$ cat config.mk
export PLATFORM = sky130hd
export DESIGN_NAME = maq_bcd_mod
export DESIGN_NICKNAME = d
export VERILOG_FILES = /design/src/rtl/maq_bcd_mod_pkg.sv /design/src/rtl/maq_bcd_mod_step.sv /design/src/rtl/maq_bcd_mod.sv
export SDC_FILE = /design/constraint.sdc
export NUM_CORES = 1
export LEC_CHECK = 0
export ABC_CLOCK_PERIOD_IN_PS = 7900
export BUFFER_PORTS_ARGS = -buffer_cell sky130_fd_sc_hd__buf_2
export CAP_MARGIN = 10
export CORE_ASPECT_RATIO = 1.4
export CORE_UTILIZATION = 47
export DETAILED_ROUTE_END_ITERATION = 10
export PLACE_DENSITY = 0.76
export SLEW_MARGIN = 5
export SYNTH_ARGS = -nofsm -noshare
export SYNTH_HDL_FRONTEND = slang
export SYNTH_SLANG_ARGS = --single-unit
$ cat constraint.sdc
create_clock -name maqb_clock -period 7.9 [get_ports maqb_clock]
set_clock_uncertainty 0.05 [all_clocks]
set_input_delay 0.395 -clock maqb_clock [delete_from_list [all_inputs] [get_ports maqb_clock]]
set_output_delay 0.395 -clock maqb_clock [all_outputs]
set_load 0.03 [all_outputs]
$ cat src/rtl/maq_bcd_mod_pkg.sv
// Shared types and helpers for the two-digit BCD modulo counter.
package maq_pkg;

  typedef enum logic {ST_RUN, ST_SET} maq_state_t;

  typedef logic [3:0] bcd_t;

  // Binary view of a count; 8 bits covers any 4-bit tens/units pair (max 165).
  typedef logic [7:0] bin_t;

  localparam bin_t H12_MIN = 8'd1;
  localparam bin_t H12_MAX = 8'd12;

  function automatic bin_t bcd_to_bin(input bcd_t lsd, input logic [3:0] msd);
    return bin_t'(msd) * 8'd10 + bin_t'(lsd);
  endfunction

  function automatic logic bcd_in_range(input bcd_t lsd, input logic [3:0] msd,
                                        input bin_t min_v, input bin_t max_v);
    bin_t v;
    v = bcd_to_bin(lsd, msd);
    return (lsd <= 4'd9) && (v >= min_v) && (v <= max_v);
  endfunction

endpackage

$ cat src/rtl/maq_bcd_mod_step.sv
// One-step increment/decrement of a two-digit BCD count with modulo wrap.
module maq_bcd_step
  import maq_pkg::*;
#(
  parameter int MSD_W     = 2,
  parameter bit HOUR12_EN = 1'b0
) (
  input  bcd_t             cur_lsd,
  input  logic [MSD_W-1:0] cur_msd,
  input  logic             dir_up,
  input  bin_t             min_val,
  input  bin_t             max_val,
  output bcd_t             nxt_lsd,
  output logic [MSD_W-1:0] nxt_msd,
  output logic             wrap,
  output logic             pm_toggle
);

  bin_t cur;
  bin_t nxt;

  // Step in binary and convert back to digits; wrap at the range limits.
  always_comb begin
    cur       = bcd_to_bin(cur_lsd, 4'(cur_msd));
    nxt       = cur;
    wrap      = 1'b0;
    pm_toggle = 1'b0;
    if (dir_up) begin
      if (cur == max_val) begin
        nxt  = min_val;
        wrap = 1'b1;
      end else begin
        nxt = cur + 8'd1;
      end
    end else begin
      if (cur == min_val) begin
        nxt  = max_val;
        wrap = 1'b1;
      end else begin
        nxt = cur - 8'd1;
      end
    end
    if (HOUR12_EN) begin
      pm_toggle = dir_up ? (cur == 8'd11) : (cur == 8'd12);
    end
    nxt_lsd = 4'(nxt % 8'd10);
    nxt_msd = MSD_W'(nxt / 8'd10);
  end

endmodule

$ cat src/rtl/maq_bcd_mod.sv
// Two-digit BCD modulo counter with preset, manual set mode, carry and 12 h PM.
module maq_bcd_mod
  import maq_pkg::*;
#(
  parameter int MSD_W     = 2,
  parameter int MAX_VAL   = 23,
  parameter int MIN_VAL   = 0,
  parameter bit HOUR12_EN = 1'b0
) (
  input  logic             maqb_clock,
  input  logic             maqb_reset,
  input  logic             maqb_enable,
  input  logic             maqb_tick,
  input  logic             maqb_set_mode,
  input  logic             maqb_up,
  input  logic             maqb_down,
  input  logic             maqb_load,
  input  logic [3:0]       maqb_load_lsd,
  input  logic [MSD_W-1:0] maqb_load_msd,
  output logic [3:0]       maqb_Lsd,
  output logic [MSD_W-1:0] maqb_Msd,
  output logic             maqb_pm,
  output logic             maqb_carry,
  output logic             maqb_setting,
  output logic             maqb_load_err
);

  localparam bin_t EFF_MIN = HOUR12_EN ? H12_MIN : bin_t'(MIN_VAL);
  localparam bin_t EFF_MAX = HOUR12_EN ? H12_MAX : bin_t'(MAX_VAL);
  localparam bin_t RST_VAL = HOUR12_EN ? H12_MAX : EFF_MIN;
  localparam bcd_t             RST_LSD = bcd_t'(RST_VAL % 8'd10);
  localparam logic [MSD_W-1:0] RST_MSD = MSD_W'(RST_VAL / 8'd10);

  maq_state_t       state_q, state_d;
  bcd_t             lsd_q, lsd_d;
  logic [MSD_W-1:0] msd_q, msd_d;
  logic             pm_q, pm_d;
  logic             carry_q, carry_d;
  logic             err_q, err_d;

  logic             in_set;
  logic             step_req;
  logic             step_up;
  logic             load_ok;
  bcd_t             step_lsd;
  logic [MSD_W-1:0] step_msd;
  logic             step_wrap;
  logic             step_pm_toggle;

  // RUN ticks and SET steps share one stepper; only the direction source differs.
  maq_bcd_step #(
    .MSD_W     (MSD_W),
    .HOUR12_EN (HOUR12_EN)
  ) u_step (
    .cur_lsd   (lsd_q),
    .cur_msd   (msd_q),
    .dir_up    (step_up),
    .min_val   (EFF_MIN),
    .max_val   (EFF_MAX),
    .nxt_lsd   (step_lsd),
    .nxt_msd   (step_msd),
    .wrap      (step_wrap),
    .pm_toggle (step_pm_toggle)
  );

  // Next state: load beats stepping; SET steps and RUN ticks are mutually exclusive.
  always_comb begin
    state_d  = maqb_set_mode ? ST_SET : ST_RUN;
    in_set   = (state_q == ST_SET);
    step_up  = in_set ? maqb_up : 1'b1;
    step_req = in_set ? (maqb_up ^ maqb_down) : (maqb_tick & maqb_enable);
    load_ok  = bcd_in_range(maqb_load_lsd, 4'(maqb_load_msd), EFF_MIN, EFF_MAX);
    lsd_d    = lsd_q;
    msd_d    = msd_q;
    pm_d     = pm_q;
    carry_d  = 1'b0;
    err_d    = 1'b0;
    if (maqb_load) begin
      if (load_ok) begin
        lsd_d = maqb_load_lsd;
        msd_d = maqb_load_msd;
      end else begin
        err_d = 1'b1;
      end
    end else if (step_req) begin
      lsd_d   = step_lsd;
      msd_d   = step_msd;
      pm_d    = pm_q ^ step_pm_toggle;
      carry_d = step_wrap & ~in_set;
    end
  end

  // State and output registers with synchronous reset.
  always_ff @(posedge maqb_clock) begin
    if (maqb_reset) begin
      state_q <= ST_RUN;
      lsd_q   <= RST_LSD;
      msd_q   <= RST_MSD;
      pm_q    <= 1'b0;
      carry_q <= 1'b0;
      err_q   <= 1'b0;
    end else begin
      state_q <= state_d;
      lsd_q   <= lsd_d;
      msd_q   <= msd_d;
      pm_q    <= pm_d;
      carry_q <= carry_d;
      err_q   <= err_d;
    end
  end

  assign maqb_Lsd      = lsd_q;
  assign maqb_Msd      = msd_q;
  assign maqb_pm       = pm_q;
  assign maqb_carry    = carry_q;
  assign maqb_setting  = (state_q == ST_SET);
  assign maqb_load_err = err_q;

endmodule

==> flow_metrics.tcl <==
set metrics [dict create \
    die_h_um 64.1 \
    yosys.area_share.simple 0.263 \
    worstPathArrival_ns 4.97 \
    setup-tns-final_ns 0 \
    max-vdd-ir-drop_mv 0.0962 \
    cts_hold_buf 0 \
    syn_avg_cell_area_um2 7.93 \
    yosys_most_used_dff "dfxtp_1" \
    synth_top_area_frac 0.139 \
    syn_nets 190 \
    synth_edf_count 0 \
    crit_path_end_kind "flip-flop" \
    critPathKind "flip-flop to flip-flop" \
    coreArea_um2 2620 \
    drtIter0Drc 31 \
    start_util 0.494 \
    nFillCells 254 \
    rows 22 \
    synth_top_area_cell "dfxtp_1" \
    placedCellCount 213 \
    fin_nets 209 \
    hp-class "input pin to flip-flop" \
    fmaxAchievable_mhz 207 \
    synth_cells 163 \
    postCtsSetupRepairBufs 0 \
    drc 0 \
    cts_tree "built" \
    grt_start_max_net_pins 13 \
    cp-start-kind "flip-flop" \
    synth_seq_cells 9 \
    num_antenna_cells 0 \
    dieArea_um2 2970 \
    grt_antenna_before_repair 0 \
    p_per_area_nw_per_um2 172 \
    period_needed_ns 4.83 \
    seq_area_um2 180 \
    drv_slew 0 \
    root_buffer "clkbuf_4" \
    hpwl_mm 2.64 \
    synthArstFlopShare 0 \
    cts_sinks 9 \
    dieWidth_um 46.3 \
    setup_viol 0 \
    drt_pre_antenna_iters 4 \
    syn_area_um2 1290 \
    cts_max_path_buffers 2 \
    cts_buffers 3 \
    groute.usage.overall 0.254 \
    synthAdderAreaFrac 0.154 \
    overflow 0 \
    viasPerCell 5.82 \
    synth_top_family_by_area "compound AO/OA/AOI/OAI gates" \
    drive_above_1_share 0.210 \
    cts-resized-gates 0 \
    synth.yosys.seq_area_share 0.139 \
    synth_xor_area_frac 0.0668 \
    synthTopCellsByCount "nand2_1 (14), a21oi_1 (11), ha_1 (11)" \
    hold_viol 0 \
    maxCapViolations 0 \
    io_buffers 22 \
    worst_pin_slew_ns 0.819 \
    grt_pass1_wl_mm 5.62 \
    ys_top_cells_by_area "dfxtp_1 (14%), ha_1 (11%), a21oi_1 (4.3%)" \
    yosys.cell_count.top_type "nand2_1" \
    status "completed" \
    clkSlewWorstSetupHoldPaths_ns 0.06 \
    area_delta_synth_final_pct 10.1 \
    wl_per_cell_um 15.1 \
    cp_max_fo 9 \
    synth-compound-area-share 0.285 \
    grt_pass1_vias 1240 \
    relSlewSlack 0.454 \
    min_period_over_period 0.612 \
    synth_cell_types 59 \
    p_leak_nw 0.612 \
    multi_input_area_um2 1030 \
    htreeDepth 1 \
    fin_util 0.544 \
    gp_congestion 0.850 \
    clock_latency_ns 0.26 \
    vias 1262 \
    yosys-mux-area-fraction 0.0232 \
    rsz0062_at_grt "false" \
    drt-total-wl_mm 3.29 \
    drtAntennaViolNets 0 \
    ios 24 \
    crit_required_ns 8.04 \
    instances_no_fill 217 \
    yosysWarnings 0 \
]
==> cell type report <==
cell class              instances  area share
clock buffers                   4      0.0185
multi-input cells             137       0.722
inverters                       9      0.0237
repair buffers                 22      0.0774
well taps                      36      0.0317
flip-flops and latches          9       0.127
==> per-layer routing <==
| metal | global-route usage | up-vias | share of wire | wire length, µm |
|---|---|---|---|---|
| met4 | 0.0993 | 0 | 0.018 | 59 |
| met3 | 0.0311 | 8 | 0.017 | 56 |
| met5 | 0 | - | 0 | 0 |
| li1 | - | 638 | - | - |
| met2 | 0.450 | 28 | 0.56 | 1830 |
| met1 | 0.288 | 588 | 0.41 | 1340 |
==> critical path, stage by stage (launching register included) <==
cell and delay, ns:
dfxtp_1 0.41, ha_1 0.26, fa_1 0.56, nor3_1 0.35
a41oi_1 0.18, a31oi_2 0.48, nor2_1 0.14, a21oi_1 0.25
ha_1 0.23, nand2b_1 0.09, o31ai_1 0.23, maj3_2 0.26
a211oi_2 0.07, a21oi_2 0.19, inv_1 0.07, ha_1 0.19
or3_1 0.36, and3_1 0.18, a211oi_2 0.20
==> flip-flops by register name (all words and copies together), names as in the netlist <==
name and flops:
maqb_Lsd 4, maqb_Msd 2, maqb_carry 1, maqb_load_err 1
maqb_setting 1
==> report_power, final <==
part / switching, mW / internal, mW
Sequential: 0.00564 / 0.0493
Clock: 0.0154 / 0.0194
Combinational: 0.0947 / 0.0597
Total: 0.116 / 0.128
==> cell usage in the layout, fill, tap and decap left out, types with 2 or more instances in the layout <==
master,netlist,layout
or3_1,3,3
clkbuf_4,0,3
nand2b_1,2,2
nor2_1,10,10
a211oi_2,3,3
nand3_1,3,3
inv_1,9,9
ha_1,11,11
nor3_1,8,8
xnor2_1,6,6
o31ai_1,2,2
nor2b_1,5,5
dfxtp_1,9,9
a21oi_1,11,11
nand2_1,14,14
fa_1,2,2
or2_1,2,2
mux2i_1,3,3
o21ai_0,7,7
and3_1,2,2
a32o_1,2,2
a41oi_1,2,2
xor2_1,2,2
nand3b_1,3,3
nor3b_1,3,3
a21o_1,2,2
buf_2,1,22
==> kinds of logic after synthesis <==
kind of cell,count (synthesis)
AND/OR/NAND/NOR,62
AO/OA/AOI/OAI,47
buffers and inverters,17
adder cells (fa/ha/maj),15
XOR/XNOR,9
flip-flops,9
multiplexers,3
other,1
==> path summary, 6_finish.rpt <==
kind	start	to	slack (ns)	cells after the start
worst min register to register	maqb_setting$_SDFF_PP0_	maqb_carry$_SDFF_PP0_	0.50	1
worst min-delay path	maqb_set_mode	maqb_setting$_SDFF_PP0_	0.30	2
worst max-delay path	maqb_Msd[0]$_SDFFE_PP0P_	maqb_Lsd[3]$_SDFFE_PP0P_	3.07	18
worst max register to register	maqb_Msd[0]$_SDFFE_PP0P_	maqb_Lsd[3]$_SDFFE_PP0P_	3.07	18
==> stage by stage <==
stage                     worst slack [ns]  hold WS, ns  instance area [µm²]  power [mW]
final                                 3.07        0.296                 1420       0.244
after floorplan                       3.39        0.473                 1290       0.178
after CTS                             3.11        0.296                 1420       0.243
after global routing                  2.79        0.314                 1420       0.264
after global placement                3.31        0.475                 1400       0.203
after detailed placement              3.14        0.477                 1400       0.208
No activity file was read; power rests on OpenSTA's default activity.
